`src/rtl/amp_preprocessor_seq_if.sv`:
```
// Frame request / result bundle for the serial note-amplitude floor stage.
// The master side issues frames and accepts results; the slave side is the DUT.
interface amp_preprocessor_seq_if #(
  parameter int W       = 6,
  parameter int D       = 10,
  parameter int BIN_QTY = 12
);
  localparam int AW   = W + D;
  localparam int SUMW = AW + $clog2(BIN_QTY);
  localparam int IW   = $clog2(BIN_QTY);

  logic                         start;
  logic [BIN_QTY-1:0][AW-1:0]   noteAmplitudes_i;
  logic [D-1:0]                 floor_i;
  logic                         ready_i;
  logic                         busy_o;
  logic                         data_v;
  logic [BIN_QTY-1:0][AW-1:0]   noteAmplitudes_o;
  logic [BIN_QTY-1:0][AW-1:0]   noteAmplitudesFast_o;
  logic [SUMW-1:0]              amplitudeSumNew_o;
  logic [IW-1:0]                peakIdx_o;
  logic [AW-1:0]                peakVal_o;

  modport master (
    output start, noteAmplitudes_i, floor_i, ready_i,
    input  busy_o, data_v, noteAmplitudes_o, noteAmplitudesFast_o,
    input  amplitudeSumNew_o, peakIdx_o, peakVal_o
  );

  modport slave (
    input  start, noteAmplitudes_i, floor_i, ready_i,
    output busy_o, data_v, noteAmplitudes_o, noteAmplitudesFast_o,
    output amplitudeSumNew_o, peakIdx_o, peakVal_o
  );
endinterface

```
`src/rtl/amp_preprocessor_seq.sv`:
```
// Serial note-amplitude floor: sum, threshold, per-bin subtract/clamp.
// Define AMP_PREPROC_PEAK_EN to add peak-bin tracking during REDUCE.
module amp_preprocessor_seq #(
  parameter int W       = 6,
  parameter int D       = 10,
  parameter int BIN_QTY = 12
) (
  input logic                    clk,
  input logic                    rst,
  amp_preprocessor_seq_if.slave  bus
);
  localparam int AW   = W + D;
  localparam int SUMW = AW + $clog2(BIN_QTY);
  localparam int IW   = $clog2(BIN_QTY);
  localparam int PW   = SUMW + D;

  typedef enum logic [2:0] {
    IDLE, SUM, THRESH, REDUCE, DONE
  } state_t;

  state_t state, state_nx;

  logic [IW-1:0]              idx;
  logic [BIN_QTY-1:0][AW-1:0] amp_q;
  logic [D-1:0]               floor_q;
  logic [SUMW-1:0]            acc;
  logic [SUMW-1:0]            thr;
  logic [SUMW-1:0]            sum_new;
  logic [BIN_QTY-1:0][AW-1:0] red_q;
  logic [BIN_QTY-1:0][AW-1:0] fast_q;

  logic            last;
  logic [SUMW-1:0] amp_x;
  logic [SUMW-1:0] diff;
  logic            below;
  logic [AW-1:0]   red;
  logic [PW-1:0]   prod;

  assign last  = (idx == IW'(BIN_QTY - 1));
  assign amp_x = SUMW'(amp_q[idx]);
  assign below = (amp_x < thr);
  assign diff  = amp_x - thr;
  // amp >= thr here, so the difference always fits the amplitude width
  assign red   = below ? '0 : AW'(diff);
  assign prod  = PW'(acc) * PW'(floor_q);

  always_ff @(posedge clk) begin
    if (rst) state <= IDLE;
    else     state <= state_nx;
  end

  always_comb begin
    state_nx = state;
    unique case (state)
      IDLE:    if (bus.start)   state_nx = SUM;
      SUM:     if (last)        state_nx = THRESH;
      THRESH:                   state_nx = REDUCE;
      REDUCE:  if (last)        state_nx = DONE;
      DONE:    if (bus.ready_i) state_nx = IDLE;
      default:                  state_nx = IDLE;
    endcase
  end

  always_ff @(posedge clk) begin
    if (rst) begin
      idx     <= '0;
      amp_q   <= '0;
      floor_q <= '0;
      acc     <= '0;
      thr     <= '0;
      sum_new <= '0;
      red_q   <= '0;
      fast_q  <= '0;
    end else begin
      unique case (state)
        IDLE: if (bus.start) begin
          amp_q   <= bus.noteAmplitudes_i;
          floor_q <= bus.floor_i;
          acc     <= '0;
          idx     <= '0;
        end
        SUM: begin
          acc <= acc + amp_x;
          idx <= last ? '0 : idx + 1'b1;
        end
        THRESH: begin
          thr     <= SUMW'(prod >> D);
          sum_new <= '0;
          idx     <= '0;
        end
        REDUCE: begin
          red_q[idx]  <= red;
          fast_q[idx] <= below ? '0 : amp_q[idx];
          sum_new     <= sum_new + SUMW'(red);
          idx         <= last ? '0 : idx + 1'b1;
        end
        default: ;
      endcase
    end
  end

`ifdef AMP_PREPROC_PEAK_EN
  logic [IW-1:0] pk_idx;
  logic [AW-1:0] pk_val;

  // strict compare keeps the lowest index on ties
  always_ff @(posedge clk) begin
    if (rst || state == THRESH) begin
      pk_idx <= '0;
      pk_val <= '0;
    end else if (state == REDUCE && red > pk_val) begin
      pk_idx <= idx;
      pk_val <= red;
    end
  end

  assign bus.peakIdx_o = pk_idx;
  assign bus.peakVal_o = pk_val;
`else
  assign bus.peakIdx_o = '0;
  assign bus.peakVal_o = '0;
`endif

  assign bus.busy_o               = (state != IDLE);
  assign bus.data_v               = (state == DONE);
  assign bus.noteAmplitudes_o     = red_q;
  assign bus.noteAmplitudesFast_o = fast_q;
  assign bus.amplitudeSumNew_o    = sum_new;
endmodule

```
`src/flat_wrapper.sv`:
```
// flat-port wrapper written by rule: the top's interface ports become plain ports
module amp_preprocessor_seq_flat 
#(
  parameter int W       = 6,
  parameter int D       = 10,
  parameter int BIN_QTY = 12
)
  (clk, rst, bus_start, bus_noteAmplitudes_i, bus_floor_i, bus_ready_i, bus_busy_o, bus_data_v, bus_noteAmplitudes_o, bus_noteAmplitudesFast_o, bus_amplitudeSumNew_o, bus_peakIdx_o, bus_peakVal_o);
  amp_preprocessor_seq_if #(.W(W), .D(D), .BIN_QTY(BIN_QTY)) bus_i ();
  input logic clk;
  input logic rst;
  input wire logic [$bits(bus_i.start)-1:0] bus_start;
  input wire logic [$bits(bus_i.noteAmplitudes_i)-1:0] bus_noteAmplitudes_i;
  input wire logic [$bits(bus_i.floor_i)-1:0] bus_floor_i;
  input wire logic [$bits(bus_i.ready_i)-1:0] bus_ready_i;
  output wire logic [$bits(bus_i.busy_o)-1:0] bus_busy_o;
  output wire logic [$bits(bus_i.data_v)-1:0] bus_data_v;
  output wire logic [$bits(bus_i.noteAmplitudes_o)-1:0] bus_noteAmplitudes_o;
  output wire logic [$bits(bus_i.noteAmplitudesFast_o)-1:0] bus_noteAmplitudesFast_o;
  output wire logic [$bits(bus_i.amplitudeSumNew_o)-1:0] bus_amplitudeSumNew_o;
  output wire logic [$bits(bus_i.peakIdx_o)-1:0] bus_peakIdx_o;
  output wire logic [$bits(bus_i.peakVal_o)-1:0] bus_peakVal_o;
  assign bus_i.start = bus_start;
  assign bus_i.noteAmplitudes_i = bus_noteAmplitudes_i;
  assign bus_i.floor_i = bus_floor_i;
  assign bus_i.ready_i = bus_ready_i;
  assign bus_busy_o = bus_i.busy_o;
  assign bus_data_v = bus_i.data_v;
  assign bus_noteAmplitudes_o = bus_i.noteAmplitudes_o;
  assign bus_noteAmplitudesFast_o = bus_i.noteAmplitudesFast_o;
  assign bus_amplitudeSumNew_o = bus_i.amplitudeSumNew_o;
  assign bus_peakIdx_o = bus_i.peakIdx_o;
  assign bus_peakVal_o = bus_i.peakVal_o;
  amp_preprocessor_seq #(.W(W), .D(D), .BIN_QTY(BIN_QTY)) u_core (.clk(clk), .rst(rst), .bus(bus_i));
endmodule
```
`config.mk`:
```
export PLATFORM = sky130hd
export DESIGN_NAME = amp_preprocessor_seq_flat
export DESIGN_NICKNAME = d
export VERILOG_FILES = /design/src/rtl/amp_preprocessor_seq_if.sv /design/src/rtl/amp_preprocessor_seq.sv /design/src/flat_wrapper.sv
export SDC_FILE = /design/constraint.sdc
export NUM_CORES = 2
export LEC_CHECK = 0
export CORE_MARGIN = 2
export CORE_UTILIZATION = 35
export DETAILED_ROUTE_END_ITERATION = 8
export SLEW_MARGIN = 40
export SYNTH_ARGS = -nofsm -noshare
export SYNTH_HDL_FRONTEND = slang
export SYNTH_SLANG_ARGS = --single-unit
```
`constraint.sdc`:
```
create_clock -name clk -period 8.3 [get_ports clk]
set_input_delay 0.83 -clock clk [delete_from_list [all_inputs] [get_ports clk]]
set_output_delay 0.83 -clock clk [all_outputs]
set_load 0.02 [all_outputs]
```
==> results.txt <==
# IOs -> 632
largest net degree at the start of global routing -> 111
post-CTS setup buffers -> 0
Ys Warns -> 0
RePlAce Congestion -> 0.904
Via density -> 5.30
pre-CTS setup slack -> 1.43 ns
initial antenna violation count -> 3
fillers -> 8,634
status -> completed
required time of the critical path -> 8.84 ns
initial DRC count -> 1,920
crit-path max FO -> 32
commonest non-fill, non-tap cell in the layout -> nand2_1
Root Buffer -> clkbuf_16
fin. max-slew vios -> 0
Cells after Synth -> 3,431
number of distinct library cells after synthesis -> 76
Critical Path End Type -> flop
CTS tree -> built
Max Root-Sink Buffers -> 3
DRT Pass-1 Iters -> 5
max-capacitance violation count -> 0
Hold Startpoint -> u_core.thr[2]
overall power -> 7600 uW
worst slew pin tran -> 0.937 ns
sequential area share after synthesis -> 41.2%
CP Data Arrival Time -> 7.52 ns
Total Wirelength -> 123,000 um
Skew-Pair Late Insertion Delay -> 0.65 ns
core footprint -> 89,900 um2
total negative slack -> 0 ns
hold_buf cts -> 0
Die W -> 305 um
most frequent cells in the layout -> 706 x nand2_1, 645 x dfxtp_1, 610 x clkdlybuf4s50_1, 276 x a21oi_1, 270 x a22o_1
worst hold stages -> 2
Finish-stage setup viols -> 0
gr usage total -> 25.5%
r2r startpoint -> u_core.idx[1]
FMAX -> 143 MHz
Post-synth ARST share -> 0%
Leak -> 0.0165 uW
reg2reg setup slack -> 1.32 ns
vias in the first global route -> 26,200
Detail Route Antenna Nets -> 0
P&R area growth vs syn -> 30.1%
Slew headroom -> 37.5%
PwrDens -> 184 nW/um2
DP Wirelength -> 90,800 um
Initial Util -> 35.3%
Post-synth EDFFs -> 0
routed via count -> 27,200
wire per inst -> 23.9 um
fin nets -> 4,373
Critical Path Source Type -> flop
RSZ-0062 raised after global routing -> no
hold path endpoint -> u_core.thr[2]
FF-to-FF End -> u_core.bus.amplitudeSumNew_o[15]
DIE AREA -> 93,000 um2
first-pass GRT wire length -> 178,000 um
CP startpoint -> u_core.idx[1]
CTS H-tree depth -> 3
final hold viol count -> 0
num rows -> 110
Worst R2R Path Depth -> 23
# DRC -> 0
clock-pin slew on the worst setup and hold paths -> 0.06 ns
Die Y-Extent -> 305 um
PortBufs -> 611
fraction of layout cells with a size suffix above 1 -> 7.60%
fin crit share -> 84.1%
Min-Delay Path Class -> reg2reg
total CTS buffers -> 71
setup slack after layout -> 1.32 ns
clk_skew -> 0.0368 ns
fin crit period -> 6.98 ns
Post-CTS Resized -> 0
predominant post-synthesis flop cell -> dfxtp_1
#FFs+latches synth -> 653
critical path class -> reg2reg
Netlist Area Pre-Place -> 31,700 um2
per-instance average area after synthesis -> 9.24 um2
clock sinks -> 653
total gr overflow -> 0
worst IR drop on VDD -> 0.000153 V
-- cells in the mapped netlist (all sizes together), types with 3 or more instances --
library cell | number | share of area, %
or2 | 6 | 0.12
o21bai | 4 | 0.095
a211oi | 6 | 0.16
mux2 | 6 | 0.22
buf | 77 | 1.6
inv | 179 | 2.1
nor2 | 85 | 1.0
a31oi | 5 | 0.099
fa | 144 | 9.1
a32o | 14 | 0.44
nor2b | 31 | 0.61
and2 | 114 | 2.3
nor4 | 3 | 0.059
mux4 | 48 | 3.4
o21a | 10 | 0.24
o21ai | 128 | 2.1
o2111ai | 3 | 0.083
a211o | 4 | 0.11
mux2i | 21 | 0.66
clkbuf | 205 | 2.4
a22o | 270 | 7.5
a21oi | 290 | 4.6
a21o | 16 | 0.38
or3 | 7 | 0.14
nand2b | 7 | 0.14
o31ai | 42 | 0.99
dfxtp | 653 | 41
nand2 | 709 | 8.4
nand4 | 19 | 0.37
o311ai | 4 | 0.13
xnor2 | 32 | 0.88
xor2 | 15 | 0.41
a22oi | 13 | 0.32
o22a | 3 | 0.083
o211ai | 9 | 0.27
nor3 | 20 | 0.32
or4 | 3 | 0.071
ha | 115 | 4.5
a2111oi | 3 | 0.16
and3 | 34 | 0.67
nand3 | 51 | 0.80
-- routing by layer --
| metal | wire, um | part of all wire, % | GRT usage [%] |
|---|---|---|---|
| met5 | 27 | 0.022 | 0 |
| met4 | 3730 | 3.0 | 7.84 |
| met3 | 9040 | 7.4 | 5.40 |
| met2 | 59100 | 48 | 43.7 |
| met1 | 50700 | 41 | 32.1 |
-- logic make-up after synthesis --
group,Yosys count,share of synthesized area (%)
fa+ha+maj,259,13.6
other cells,1,0.0118
flops,653,41.2
compound gates,840,18.3
xor+xnor,47,1.30
buf+inv,461,6.13
simple gates,1095,15.1
mux,75,4.30
-- sequential cells by signal (all words and copies together) (netlist names) --
| name | flops |
|---|---|
| u_core.bus.noteAmplitudesFast_o | 192 |
| u_core.state | 3 |
| u_core.thr | 20 |
| u_core.acc | 20 |
| u_core.amp_q | 192 |
| u_core.bus.noteAmplitudes_o | 192 |
| u_core.floor_q | 10 |
| u_core.idx | 4 |
| u_core.bus.amplitudeSumNew_o | 20 |
-- report_power, final --
part | leakage, uW | switching (uW) | internal (uW) | total (uW)
logic | 0.0100 | 702 | 350 | 1050
clock network | 0.00116 | 1410 | 1850 | 3250
registers | 0.00529 | 89.3 | 3200 | 3290
total | 0.0165 | 2200 | 5400 | 7600
-- per-stage QoR --
stage | instances | utilization [%] | area (um2) | hold slack, ns
final | 5139 | 45.9 | 41300 | 0.451
after global routing | 5137 | 45.9 | 41300 | 0.464
after floorplan | 3450 | - | 31800 | 0.432
after detailed placement | 5008 | 43.2 | 38800 | 0.439
after CTS | 5134 | 45.8 | 41200 | 0.452
after global placement | 5007 | 43.1 | 38700 | 0.433
-- how the worst max path moves through the flow --
stage	slack [ns]	end	cells after the start
finish	1.32	u_core.bus.amplitudeSumNew_o[15]	23
global route	0.90	u_core.bus.amplitudeSumNew_o[12]	22
global placement	1.44	u_core.bus.amplitudeSumNew_o[15]	23
floorplan	2.53	u_core.bus.amplitudeSumNew_o[12]	27
detailed placement	1.43	u_core.bus.amplitudeSumNew_o[15]	23
CTS	1.42	u_core.bus.amplitudeSumNew_o[15]	23
-- worst max-delay path, stage by stage, from the launching register on --
cell	delay, ns
dfxtp_2	0.86
mux4_2	0.36
mux2i_1	0.08
o21ai_0	0.48
inv_1	0.10
ha_2	0.22
fa_2	0.37
nor2b_1	0.14
o21ai_1	0.09
a21o_1	0.23
a21oi_2	0.21
o311ai_2	0.15
o211ai_4	0.63
nand3_1	0.84
inv_1	0.20
ha_1	0.28
o21a_1	0.13
a21oi_1	0.19
o21ai_0	0.14
a41oi_1	0.54
o21ai_0	0.15
a21oi_1	0.19
xnor2_1	0.08
a22o_1	0.19
-- final cells by class --
| class | instances | area [um2] | share of cell area, % |
|---|---|---|---|
| multi-input cells | 2336 | 17000 | 41.2 |
| well taps | 1176 | 1470 | 3.57 |
| diodes | 2 | 5.00 | 0.0121 |
| flip-flops and latches | 653 | 13100 | 31.7 |
| inverters | 179 | 672 | 1.63 |
| clock inverters | 23 | 343 | 0.831 |
| repair buffers | 667 | 6630 | 16.1 |
| clock buffers | 103 | 2060 | 4.98 |
(Power assumes the default switching activity.)
